### src/rtl/hist_pkg.sv
// Shared types for the histogram engine: controller state encoding and the
// pixel-to-bin mapping.
package hist_pkg;

    typedef enum logic [2:0] {
        IDLE     = 3'd0,
        CLEAR    = 3'd1,
        RD_IN    = 3'd2,
        WAIT_IN  = 3'd3,
        RD_BIN   = 3'd4,
        WAIT_BIN = 3'd5,
        WR_BIN   = 3'd6,
        FINISH   = 3'd7
    } state_e;

    // Keeps the top BIN_ADDR_W bits of a pixel; caller truncates to the bin width.
    function automatic logic [31:0] bin_of(input logic [31:0] pixel, input int unsigned shift);
        return pixel >> shift;
    endfunction

endpackage

### src/rtl/hist_lat_timer.sv
// Loadable down-counter used to time memory read latencies; expired is high
// while the count is zero.
module hist_lat_timer #(
    parameter int unsigned WIDTH = 2
) (
    input  logic             clock,
    input  logic             reset,
    input  logic             load,
    input  logic [WIDTH-1:0] load_val,
    output logic             expired
);

    logic [WIDTH-1:0] count_q;

    always_ff @(posedge clock or negedge reset) begin
        if (!reset) begin
            count_q <= '0;
        end else if (load) begin
            count_q <= load_val;
        end else if (count_q != '0) begin
            count_q <= count_q - WIDTH'(1);
        end
    end

    assign expired = (count_q == '0);

endmodule

### src/rtl/histogram_engine_ctrl.sv
// Histogram controller: optional bin clear, then one saturating
// read-modify-write per packed input pixel into the scratch memory.
module histogram_engine_ctrl
    import hist_pkg::*;
#(
    parameter int unsigned PIX_W        = 8,
    parameter int unsigned PIX_PER_WORD = 4,
    parameter int unsigned IN_ADDR_W    = 12,
    parameter int unsigned BIN_ADDR_W   = 8,
    parameter int unsigned CNT_W        = 16,
    parameter int unsigned IN_RD_LAT    = 3,
    parameter int unsigned SCR_RD_LAT   = 3
) (
    input  logic                          clock,
    input  logic                          reset,
    input  logic                          start,
    input  logic                          abort,
    input  logic                          cfg_clear,
    input  logic [IN_ADDR_W:0]            cfg_num_words,
    output logic                          in_mem_re,
    output logic [IN_ADDR_W-1:0]          in_mem_addr,
    input  logic [PIX_PER_WORD*PIX_W-1:0] in_mem_rdata,
    output logic                          scr_re,
    output logic                          scr_we,
    output logic [BIN_ADDR_W-1:0]         scr_addr,
    output logic [CNT_W-1:0]              scr_wdata,
    input  logic [CNT_W-1:0]              scr_rdata,
    output logic                          busy,
    output logic                          done,
    output logic                          sat_flag
);

    localparam int unsigned WORD_W    = PIX_PER_WORD * PIX_W;
    localparam int unsigned LANE_W    = (PIX_PER_WORD > 1) ? $clog2(PIX_PER_WORD) : 1;
    localparam int unsigned MAX_LAT   = (IN_RD_LAT > SCR_RD_LAT) ? IN_RD_LAT : SCR_RD_LAT;
    localparam int unsigned TMR_W     = $clog2(MAX_LAT + 1);
    localparam logic [LANE_W-1:0] LAST_LANE = LANE_W'(PIX_PER_WORD - 1);
    localparam logic [CNT_W-1:0]  CNT_MAX   = '1;

    state_e                state_q, state_d;
    logic                  clear_q, clear_d;
    logic [IN_ADDR_W:0]    num_words_q, num_words_d;
    logic [IN_ADDR_W:0]    word_idx_q, word_idx_d;
    logic [LANE_W-1:0]     lane_q, lane_d;
    logic [WORD_W-1:0]     word_q, word_d;
    logic [CNT_W-1:0]      cap_q, cap_d;
    logic [BIN_ADDR_W-1:0] clr_idx_q, clr_idx_d;
    logic                  sat_d;

    logic                  tmr_load, tmr_expired;
    logic [TMR_W-1:0]      tmr_val;

    logic [PIX_W-1:0]      pix;
    logic [BIN_ADDR_W-1:0] bin_d;
    logic                  in_re_d, scr_re_d, scr_we_d;
    logic [IN_ADDR_W-1:0]  in_addr_d;
    logic [BIN_ADDR_W-1:0] scr_addr_d;
    logic [CNT_W-1:0]      scr_wdata_d;

    assign tmr_load = (state_q == RD_IN) || (state_q == RD_BIN);
    assign tmr_val  = (state_q == RD_IN) ? TMR_W'(IN_RD_LAT - 1) : TMR_W'(SCR_RD_LAT - 1);

    hist_lat_timer #(
        .WIDTH (TMR_W)
    ) u_timer (
        .clock    (clock),
        .reset    (reset),
        .load     (tmr_load),
        .load_val (tmr_val),
        .expired  (tmr_expired)
    );

    always_comb begin
        state_d     = state_q;
        clear_d     = clear_q;
        num_words_d = num_words_q;
        word_idx_d  = word_idx_q;
        lane_d      = lane_q;
        word_d      = word_q;
        cap_d       = cap_q;
        clr_idx_d   = clr_idx_q;
        sat_d       = sat_flag;

        case (state_q)
            IDLE: begin
                if (start && !abort) begin
                    clear_d     = cfg_clear;
                    num_words_d = cfg_num_words;
                    word_idx_d  = '0;
                    lane_d      = '0;
                    clr_idx_d   = '0;
                    sat_d       = 1'b0;
                    if (cfg_clear)                state_d = CLEAR;
                    else if (cfg_num_words == '0) state_d = FINISH;
                    else                          state_d = RD_IN;
                end
            end
            CLEAR: begin
                if (clr_idx_q == '1) begin
                    state_d = (num_words_q == '0) ? FINISH : RD_IN;
                end else begin
                    clr_idx_d = clr_idx_q + BIN_ADDR_W'(1);
                end
            end
            RD_IN: state_d = WAIT_IN;
            WAIT_IN: begin
                if (tmr_expired) begin
                    word_d  = in_mem_rdata;
                    lane_d  = '0;
                    state_d = RD_BIN;
                end
            end
            RD_BIN: state_d = WAIT_BIN;
            WAIT_BIN: begin
                if (tmr_expired) begin
                    cap_d   = scr_rdata;
                    state_d = WR_BIN;
                    if (scr_rdata == CNT_MAX) sat_d = 1'b1;
                end
            end
            WR_BIN: begin
                if (lane_q != LAST_LANE) begin
                    lane_d  = lane_q + LANE_W'(1);
                    state_d = RD_BIN;
                end else begin
                    // word_idx is one bit wider than the address so a full
                    // 2^IN_ADDR_W run terminates before the address wraps.
                    word_idx_d = word_idx_q + (IN_ADDR_W + 1)'(1);
                    state_d    = (word_idx_d == num_words_q) ? FINISH : RD_IN;
                end
            end
            FINISH:  state_d = IDLE;
            default: state_d = IDLE;
        endcase

        if (abort) state_d = IDLE;
    end

    // Outputs are registered from next-state values so they line up with the state.
    always_comb begin
        pix         = word_d[int'(lane_d)*PIX_W +: PIX_W];
        bin_d       = BIN_ADDR_W'(bin_of(32'(pix), PIX_W - BIN_ADDR_W));
        in_re_d     = (state_d == RD_IN);
        in_addr_d   = in_re_d ? word_idx_d[IN_ADDR_W-1:0] : '0;
        scr_re_d    = (state_d == RD_BIN);
        scr_we_d    = (state_d == CLEAR) || (state_d == WR_BIN);
        scr_addr_d  = '0;
        scr_wdata_d = '0;
        if (state_d == CLEAR) begin
            scr_addr_d = clr_idx_d;
        end else if ((state_d == RD_BIN) || (state_d == WR_BIN)) begin
            scr_addr_d = bin_d;
        end
        if (state_d == WR_BIN) begin
            scr_wdata_d = (cap_d == CNT_MAX) ? CNT_MAX : cap_d + CNT_W'(1);
        end
    end

    always_ff @(posedge clock or negedge reset) begin
        if (!reset) begin
            state_q     <= IDLE;
            clear_q     <= 1'b0;
            num_words_q <= '0;
            word_idx_q  <= '0;
            lane_q      <= '0;
            word_q      <= '0;
            cap_q       <= '0;
            clr_idx_q   <= '0;
            in_mem_re   <= 1'b0;
            in_mem_addr <= '0;
            scr_re      <= 1'b0;
            scr_we      <= 1'b0;
            scr_addr    <= '0;
            scr_wdata   <= '0;
            busy        <= 1'b0;
            done        <= 1'b0;
            sat_flag    <= 1'b0;
        end else begin
            state_q     <= state_d;
            clear_q     <= clear_d;
            num_words_q <= num_words_d;
            word_idx_q  <= word_idx_d;
            lane_q      <= lane_d;
            word_q      <= word_d;
            cap_q       <= cap_d;
            clr_idx_q   <= clr_idx_d;
            in_mem_re   <= in_re_d;
            in_mem_addr <= in_addr_d;
            scr_re      <= scr_re_d;
            scr_we      <= scr_we_d;
            scr_addr    <= scr_addr_d;
            scr_wdata   <= scr_wdata_d;
            busy        <= (state_d != IDLE);
            done        <= (state_d == FINISH);
            sat_flag    <= sat_d;
        end
    end

endmodule
### config.mk
export PLATFORM = sky130hd
export DESIGN_NAME = histogram_engine_ctrl
export DESIGN_NICKNAME = d
export VERILOG_FILES = /design/src/rtl/hist_pkg.sv /design/src/rtl/hist_lat_timer.sv /design/src/rtl/histogram_engine_ctrl.sv
export SDC_FILE = /design/constraint.sdc
export NUM_CORES = 1
export LEC_CHECK = 0
export ABC_AREA = 1
export CAP_MARGIN = 15
export CORE_MARGIN = 2
export CORE_UTILIZATION = 30
export DETAILED_ROUTE_END_ITERATION = 7
export PLACE_DENSITY = 0.53
export SLEW_MARGIN = 40
export SYNTH_ARGS = -nofsm -noshare
export SYNTH_HDL_FRONTEND = slang
export SYNTH_HIERARCHICAL = 1
export SYNTH_SLANG_ARGS = --single-unit
### constraint.sdc
create_clock -name clock -period 2.9 [get_ports clock]
set_input_delay 0.725 -clock clock [delete_from_list [all_inputs] [get_ports clock]]
set_output_delay 0.725 -clock clock [all_outputs]
set_load 0.02 [all_outputs]
* Yosys cells after proc, flatten, opt, wreduce, memory -nomap -nowiden
Index checks and enable logic that the tools add are counted.
Operators by class: $mul 0, magnitude comparators 0, muxes and demuxes 36, equality and inequality tests 21, reductions and logical operators 17, add/subtract/negate cells 5, div/mod/pow operators 0, shifts and indexed selects 1, bitwise logic cells 0
Operators by type and width (count):
- $mux W16 | 4
- $mux W32 | 2
- $eq A16 B16 Y1 const B | 2
- $mux W8 | 4
- $shiftx A32 B6 Y8 | 1
- $mux W3 | 10
- $logic_not A13 Y1 | 2
- $mux W13 | 2
- $pmux W13 S2 | 1
- $pmux W3 S8 | 1
- $eq A3 B3 Y1 const B | 7
- $add A16 B1 Y16 const B | 1
- $pmux W8 S2 | 1
- $add A13 B1 Y13 const B | 1
- $eq A13 B13 Y1 | 1
- $mux W12 | 1
- $mux W2 | 5
- $ne A2 B2 Y1 const B | 5
- $eq A3 B2 Y1 const B | 3
- $add A8 B1 Y8 const B | 1
- $eq A8 B8 Y1 const B | 1
- $reduce_bool A2 Y1 | 4
- $eq A3 B1 Y1 const B | 2
- $pmux W2 S3 | 1
- other kinds (13) | 17
Word-level totals: bits in writable memories 0, input port bits 66, bits in latches 0, memories 0, ROM bits 0, word-level logic and storage cells 98, flip-flop bits (word level) 131

* Logic depth before layout (Yosys ltp)
Gate-level depths: netlist of the first run.
depth after elaboration 10, mapped depth 19, mapped depth without buffers 18

* Modules after synthesis
Netlist of the first run, hierarchy kept.
Modules (own cells, without submodules):
- histogram_engine_ctrl | cells an instance 788, area an instance 6424.9 um^2, seq. area each 3228.1 um^2, instances 1
- hist_lat_timer | cells an instance 17, area an instance 120.1 um^2, seq. area each 50.0 um^2, instances 1

* Worst setup path after synthesis of the first run
OpenSTA, ideal clock, no wires.
path type register to register, start point register u_timer.count_q[0], end point register scr_wdata[15], period minus slack after synthesis 2.337 ns, library setup time 0.118 ns, data arrival time 2.219 ns, stages on the path, launching flop included 15, setup slack 0.563 ns, buffers on the path 2, data required time 2.782 ns, cells stage by stage dfrtp_1 > inv_1 > ha_1 > nand3_2 > buf_2 > o21ai_0 > inv_1 > ha_1 > inv_1 > nor2_2 > nand2_2 > nor2_4 > buf_6 > nor2_1 > nor2_1
On the way: cells in the longest elaborated chain, start to end 6, elaborated cells between the ends (all ways) 12
RTL lines:
- from (decl) | line hist_lat_timer.sv:13 | logic [WIDTH-1:0] count_q;
- from (signal assigned) | line hist_lat_timer.sv:19 | count_q <= load_val;
- from (signal assigned) | line hist_lat_timer.sv:21 | count_q <= count_q - WIDTH'(1);
- $logic_not A2 Y1 (*) | line hist_lat_timer.sv:25 | assign expired = (count_q == '0);
- via tmr_expired | line histogram_engine_ctrl.sv:50 | logic tmr_load, tmr_expired;
- $mux W16 (*) | line histogram_engine_ctrl.sv:115 | if (tmr_expired) begin
- $mux W16 (*) | line histogram_engine_ctrl.sv:84 | case (state_q)
- via cap_d[0] | line histogram_engine_ctrl.sv:46 | logic [CNT_W-1:0] cap_q, cap_d;
- $add A16 B1 Y16 / $eq A16 B16 Y1 (equally long branches) | line histogram_engine_ctrl.sv:155 | scr_wdata_d = (cap_d == CNT_MAX) ? CNT_MAX : cap_d + CNT_W'(1);
- $mux W16 (*) | line histogram_engine_ctrl.sv:155
- $mux W16 (*) | line histogram_engine_ctrl.sv:154 | if (state_d == WR_BIN) begin
- via scr_wdata_d[15] | line histogram_engine_ctrl.sv:58 | logic [CNT_W-1:0] scr_wdata_d;
- to (signal assigned) | line histogram_engine_ctrl.sv:192 | scr_wdata <= scr_wdata_d;
- to (decl) | line histogram_engine_ctrl.sv:26 | output logic [CNT_W-1:0] scr_wdata,
Mark *: on every way through the listed nets, which the timed path passes. The rest lies on a longest branch. A chain may end at the register's enable or synchronous reset.

* Worst setup path after layout of the first run
start point register u_timer.count_q[0], end point register scr_wdata[4]
Same word-level chain as after synthesis.

==> results of run 1 <==
[where the power goes]
group | internal [mW] | leakage, nW | switching, mW
Sequential | 2.27 | 1.69 | 0.210
Clock | 1.24 | 0.297 | 0.963
Combinational | 0.779 | 2.07 | 1.32
[cell usage in the layout (no fill, tap or decap), types with 2 or more instances in the layout]
| master | instances |
|---|---|
| a22o_1 | 2 |
| inv_6 | 2 |
| or2_2 | 6 |
| o21a_1 | 2 |
| o21ai_0 | 49 |
| nor2_4 | 5 |
| nor2_2 | 13 |
| o31ai_1 | 2 |
| clkinv_4 | 2 |
| inv_1 | 95 |
| conb_1 | 2 |
| buf_4 | 20 |
| ha_1 | 4 |
| inv_2 | 14 |
| mux2i_1 | 18 |
| nand3_2 | 2 |
| nand3_1 | 50 |
| o22ai_1 | 15 |
| inv_8 | 7 |
| dfrtp_1 | 131 |
| nor4_1 | 2 |
| clkinv_8 | 2 |
| nand4_1 | 19 |
| nor2_1 | 93 |
| nand3b_1 | 3 |
| nand2_1 | 190 |
| xor2_1 | 6 |
| o21ai_1 | 5 |
| clkdlybuf4s50_1 | 106 |
| nand2_2 | 18 |
| o211ai_1 | 2 |
| nor3_1 | 6 |
| clkbuf_16 | 17 |
| a21oi_1 | 15 |
| xnor2_1 | 5 |
[metal layers]
metal,vias up,part of all wire,global-route usage
met2,137,0.43,0.2399
met4,0,0.018,0.05694
li1,2837,-,-
met5,-,0,0
met1,2442,0.49,0.2204
met3,21,0.054,0.03623
[cell type report]
| type | instances | area (µm²) |
|---|---|---|
| clock buffers | 17 | 425.4 |
| clock inverters | 15 | 183.9 |
| fillers | 2218 | 13000 |
| inverters | 110 | 412.9 |
| multi-input cells | 543 | 2725 |
| flip-flops and latches | 131 | 3278 |
| well taps | 280 | 350.3 |
| repair buffers | 128 | 1242 |
[worst register-to-register path: cells and delay by family, from the launching register on]
kind            cells  cell delay (ns)
simple gates        5             0.86
flops               1             0.37
buf+inv             4             0.56
fa+ha+maj           2             0.41
compound gates      2             0.23
[state kept, by name, summed over array words and instances (netlist names)]
register and count:
word_q 32, cap_q 16, scr_wdata 16, num_words_q 13, word_idx_q 13, in_mem_addr 12, clr_idx_q 8, scr_addr 8
state_q 3, lane_q 2, u_timer/count_q 2, busy 1, done 1, in_mem_re 1, sat_flag 1, scr_re 1
scr_we 1
[worst paths after layout]
kind,cells past startpoint,startpoint,to
worst max-delay path,13,u_timer/count_q[0],scr_wdata[4]
min in group clock,2,word_q[22],word_q[22]
worst max register to register,13,u_timer/count_q[0],scr_wdata[4]
max in group asynchronous,2,reset,scr_wdata[11]
worst min register to register,2,word_q[22],word_q[22]
worst min-delay path,1,reset,num_words_q[1]
[kinds of logic (layout without fill, tap and decap cells)]
family	count (synthesis)	count (layout)	synth area share
compound gates	99	99	0.08545
xor+xnor	11	11	0.01472
fa+ha+maj	4	4	0.007647
buf+inv	131	270	0.08354
flops	131	131	0.5009
mux	18	18	0.02753
other cells	2	2	0.001147
simple gates	409	409	0.2791
[stage by stage]
step	hold WS (ns)	utilization
floorplan	0.4294	-
global placement	0.4497	0.3704
detailed placement	0.4541	0.3704
CTS	0.3037	0.3986
global route	0.3247	0.3986
finish	0.2804	0.3986
==> impl_metrics.py, run 1 <==
metrics = {
    "floorplanning": {
        "start_util": 0.3027,
        "die_area_mm2": 0.02301,
        "rows": 54,
        "io_pins": 108,
        "die_h_um": 151.7,
        "dieWidth_um": 151.7,
        "core_area_mm2": 0.02162,
    },
    "setup_path": {
        "max_stage_delay_ns": 0.37,
        "arrival_ns": 2.86,
        "regToRegSetupSlack_ns": 0.39,
        "cp-end-kind": "register",
        "worstPathCellList": "inv_1 -> ha_1 -> nand3_2 -> buf_4 -> o21ai_0 -> inv_1 -> ha_1 -> inv_1 -> nor2_2 -> nand2_2 -> nor2_4 -> a21oi_1 -> nor2_1",
        "required_ns": 3.25,
        "slowest_stage": "dfrtp_1",
        "crit_type": "reg -> reg",
        "cpLargestDelayFamily": "simple AND/OR/NAND/NOR gates",
        "crit_buf_inv": 4,
        "cp_common_cell": "inv_1",
        "cp-start-kind": "register",
        "crit_fanout": 21,
    },
    "route": {
        "drt-pass1-iter-count": 5,
        "num_vias": 5437,
        "ant_nets": 0,
        "drc": 0,
        "routed_wl_mm": 17.12,
        "wire_per_inst_um": 13.99,
        "drt_iter0_drc": 390,
        "via_per_inst": 4.442,
    },
    "global_routing": {
        "grt_max_degree": 63,
        "grt_overflow_total": 0,
        "grt_pass1_vias": 5373,
        "antenna_found_initial": 0,
        "globalRouteTotalUtil": 0.1579,
        "grt_pass1_wl_mm": 27.97,
    },
    "sta": {
        "setup_viol": 0,
        "fmax_mhz": 398.6,
        "worst_clock_skew_ns": 0.009318,
        "finalCriticalPeriod_ns": 2.509,
        "worst_pin_slew_ns": 0.6168,
        "slew-limit-headroom": 0.5888,
        "fin_crit_sh": 0.8652,
        "slew_violations": 0,
        "final_hold_viol_count": 0,
        "rsz0062_at_grt": "false",
        "fin_tns_setup_ns": 0,
        "finalWorstSetupSlack_ns": 0.3910,
    },
    "cells_and_area": {
        "area_growth_pct": 31.68,
        "final_area_mm2": 0.008618,
        "drive_gt1_frac": 0.1218,
        "fin_cells": 1224,
        "fin_nets": 1001,
        "n_antenna_cell": 0,
    },
    "clock_tree": {
        "clockBufferDepth": 2,
        "ctsResizeCount": 0,
        "hold_buffers": 0,
        "clockRootBuffer": "clkbuf_16",
        "clock_latency_ns": 0.43,
        "htree_levels": 4,
        "post_cts.repair.setup_buffers": 0,
        "cts_inserted_buffers": 17,
        "cts_tree": "done",
        "cts.clk_slew.worst_paths_ns": 0.07,
        "cts.sinks": 131,
    },
    "logic_synthesis": {
        "syn_inst": 805,
        "synthArstFlopShare": 1.000,
        "synth.top_cell.area_share": 0.5009,
        "synth_area_mm2": 0.006545,
        "ys_seq_elements": 131,
        "syn_nets": 875,
        "seq_area_frac_synth": 0.5009,
        "yosysWarnings": 6,
        "postSynthAreaPerCell_um2": 8.130,
        "synth_common_cells": "nand2_1, dfrtp_1, inv_1",
        "synth_ff_type": "dfrtp_1",
        "ys_top_cells_by_area": "dfrtp_1, nand2_1, inv_1",
        "synth.distinct_cells": 42,
        "yosysMostFrequentCell": "nand2_1",
        "synth-edff-count": 0,
        "synth.largest_area_cell": "dfrtp_1",
    },
    "pwr": {
        "power_mw": 6.783,
        "p_per_area_mw_per_mm2": 787.1,
        "leakagePower_nw": 4.060,
        "ir_drop_v": 0.0004945,
    },
    "run_status": {
        "outcome": "completed",
    },
    "placement": {
        "hpwl_mm": 12.70,
        "placed_cell_area_mm2": 0.008009,
        "port-buffer-count": 107,
        "globalplace.congestion": 0.8650,
        "pre_cts_slack_ns": 0.05757,
        "dp_cells": 1192,
    },
    "job": {
        "drv_cap": 0,
    },
    "worst_hold_path": {
        "hp-class": "in -> async",
    },
}
Note: power is estimated with default switching activity, not from simulation.
==> inputs of run 2 (changes only) <==
--- a/config.mk
+++ b/config.mk
@@ -5,7 +5,6 @@
 export SDC_FILE = /design/constraint.sdc
 export NUM_CORES = 1
 export LEC_CHECK = 0
-export ABC_AREA = 1
 export CAP_MARGIN = 15
 export CORE_MARGIN = 2
 export CORE_UTILIZATION = 30
==> run 2 against run 1 <==
Register-to-register slack got worse by 0.16 ns; total power decreased by 11%; via count is 7.4% lower; die area shrank 0.41%; core utilization rose by 1.4 points; highest routed layer unchanged; area after synthesis shrank 0.42%; sequential share of layout area decreased by 0.50 points; largest cell class unchanged.
==> impl_metrics.py, run 2 <==
metrics = {
    "run_status": {
        "outcome": "completed",
    },
    "logic_synthesis": {
        "synth-simple-area-share": 0.1572,
        "syn_inst": 594,
        "synth.top_cell.area_share": 0.5030,
        "synthArstFlopShare": 1.000,
        "yosysMostFrequentCell": "dfrtp_1",
        "seq_area_frac_synth": 0.5030,
        "synth.largest_area_cell": "dfrtp_1",
        "synth-edff-count": 0,
        "syn_nets": 664,
        "synth_mux_area_frac": 0.1511,
        "synth_area_mm2": 0.006518,
        "ys_seq_elements": 131,
        "synth_common_cells": "dfrtp_1, mux2_2, nand2_1",
        "postSynthAreaPerCell_um2": 10.97,
        "synth_top_family_by_area": "simple AND/OR/NAND/NOR gates",
        "synth.distinct_cells": 65,
        "yosysWarnings": 6,
        "synthAdderAreaFrac": 0.007679,
        "synth_ff_type": "dfrtp_1",
        "ys_top_cells_by_area": "dfrtp_1, mux2_2, mux2i_1",
        "synth_compound_area_frac": 0.1121,
        "synth-xor-area-share": 0.03225,
    },
    "sta": {
        "fmax_mhz": 364.9,
        "setup_viol": 0,
        "rsz0062_at_grt": "false",
        "slew_violations": 0,
        "final_hold_viol_count": 0,
        "slew-limit-headroom": 0.6470,
        "finalCriticalPeriod_ns": 2.741,
        "worst_pin_slew_ns": 0.5279,
        "worst_clock_skew_ns": 0.01342,
        "fin_crit_sh": 0.9450,
    },
    "cells_and_area": {
        "regMostFlops": "word_q",
        "largest_reg_flops": 32,
        "fillers": 2032,
        "reg_top3": "word_q: 32 flops, cap_q: 16 flops, scr_wdata: 16 flops",
        "fin_nets": 801,
        "post-route-util": 0.4130,
        "drive_gt1_frac": 0.2218,
        "n_antenna_cell": 0,
        "fin_cells": 1019,
        "final_common_cell": "dfrtp_1",
        "mostFrequentLayoutCells": "dfrtp_1, clkdlybuf4s50_1, mux2_2, nand2_1, buf_4",
        "area_growth_pct": 34.06,
    },
    "placement": {
        "port-buffer-count": 107,
        "dp_cells": 985,
        "globalplace.congestion": 0.8539,
        "hpwl_mm": 12.02,
    },
    "job": {
        "drv_cap": 0,
    },
    "pwr": {
        "p_per_area_mw_per_mm2": 690.6,
        "switching_share": 0.3041,
        "seqPwrFrac": 0.410,
        "clkPwrFrac": 0.329,
        "leakagePower_nw": 3.714,
        "ir_drop_v": 0.0004088,
        "comb_power_share": 0.261,
        "p_int_mw": 4.199,
        "switchingPower_mw": 1.835,
        "power_mw": 6.034,
    },
    "clock_tree": {
        "cts.clk_slew.worst_paths_ns": 0.06,
        "clockRootBuffer": "clkbuf_16",
        "clock_latency_ns": 0.43,
        "cts.sinks": 131,
        "clockBufferDepth": 2,
        "cts_tree": "done",
        "htree_levels": 4,
        "hold_buffers": 0,
        "cts_inserted_buffers": 17,
    },
    "setup_path": {
        "crit_fanout": 4,
        "worstPathCellList": "clkdlybuf4s50_1 -> nor4_1 -> and4_1 -> or3b_2 -> o211ai_1 -> nand3b_1 -> buf_4 -> nand2b_1 -> o21ai_0",
        "cp-start-kind": "primary input",
        "crit_buf_inv": 2,
        "required_ns": 3.20,
        "slowest_stage": "or3b_2",
        "cp-end-kind": "register",
        "crit_type": "in -> reg",
        "cpLargestDelayFamily": "simple AND/OR/NAND/NOR gates",
        "max_stage_delay_ns": 0.45,
        "arrival_ns": 3.04,
    },
    "route": {
        "num_vias": 5033,
        "drc": 0,
        "wire_per_inst_um": 16.20,
        "drt-pass1-iter-count": 5,
        "routed_wl_mm": 16.51,
        "drt_iter0_drc": 250,
        "ant_nets": 0,
        "via_per_inst": 4.939,
    },
    "global_routing": {
        "grt_overflow_total": 0,
        "globalRouteTotalUtil": 0.1499,
        "antenna_found_initial": 0,
        "grt_pass1_vias": 5096,
        "grt_max_degree": 68,
        "grt_pass1_wl_mm": 26.41,
    },
    "floorplanning": {
        "core_area_mm2": 0.02115,
        "start_util": 0.3081,
        "die_h_um": 151.4,
        "rows": 53,
        "dieWidth_um": 151.4,
        "die_area_mm2": 0.02292,
        "io_pins": 108,
    },
    "worst_hold_path": {
        "hp-class": "in -> async",
    },
}
[run 2: changes by cell type in the layout (fill, tap and decap cells not counted), moves of 13 or more]
cell / delta
nand2_1: -154
inv_1: -75
mux2_2: +62
nor2_1: -59
nand3_1: -32
nand2_2: -18
a21oi_1: +17
buf_4: +16
o21ai_0: -15
inv_2: -13
nor2_2: -13
[run 2: power groups by stage]
| stage | logic (mW) | clock network [mW] | registers, mW |
|---|---|---|---|
| CTS | 1.58 | 2.04 | 2.48 |
| global placement | 1.53 | 0 | 2.48 |
| detailed placement | 1.58 | 0 | 2.51 |
| global route | 1.75 | 2.11 | 2.52 |
| finish | 1.57 | 1.99 | 2.47 |
| floorplan | 1.08 | 0 | 2.44 |
[run 2: logic make-up (layout without fill, tap and decap cells)]
kind of cell	after synthesis	in the layout
AND/OR/NAND/NOR	175	175
flip-flops	131	131
AO/OA/AOI/OAI	118	118
multiplexers	90	90
buffers and inverters	50	200
XOR/XNOR	24	24
adder cells (fa/ha/maj)	4	4
other	2	2
[run 2: layer usage]
metal | track usage | wire (µm) | vias to the layer above
met2 | 0.2317 | 7257 | 121
li1 | - | - | 2414
met5 | 0 | 0 | -
met4 | 0.06075 | 285 | 0
met1 | 0.2009 | 8053 | 2480
met3 | 0.03735 | 912 | 18
[run 2: layout make-up]
type,instances,area [µm²],area share
Tap cell,275,344.1,0.03938
Inverter,21,78.83,0.009022
Sequential cell,131,3279,0.3753
Multi-Input combinational cell,413,3060,0.3503
Timing Repair Buffer,147,1431,0.1638
Clock buffer,19,442.9,0.05069
Clock inverter,13,100.1,0.01146
[run 2: timing repair]
item	in CTS	in global routing
buffers inserted	0	2
resized for setup	0	5
endpoints found under the hold margin	0	0
endpoints found under the setup margin	0	11
[run 2: metrics by stage]
stage          hold slack, ns  area [µm²]  TNS, ns  worst slack [ns]
2_1_floorplan          0.4294        6561        0           0.01342
3_3_place_gp           0.4766        8157   -5.986           -0.2968
3_5_place_dp           0.4825        8157   -6.647           -0.3174
4_1_cts                0.2207        8700        0            0.1059
5_1_grt                0.2512        8737        0         0.0002007
6_report               0.2331        8737        0            0.1594
[run 2: path summary, 6_finish.rpt]
| path | slack (ns) | end | startpoint | cells after the start |
|---|---|---|---|---|
| min reg2reg | 0.49 | word_q[8] | word_q[8] | 1 |
| min | 0.23 | num_words_q[4] | reset | 1 |
| max reg2reg | 0.23 | in_mem_addr[2] | word_idx_q[3] | 8 |
| min in group clock | 0.49 | word_q[8] | word_q[8] | 1 |
| max | 0.16 | scr_addr[5] | cfg_num_words[1] | 9 |
| max in group asynchronous | 1.97 | scr_addr[7] | reset | 2 |
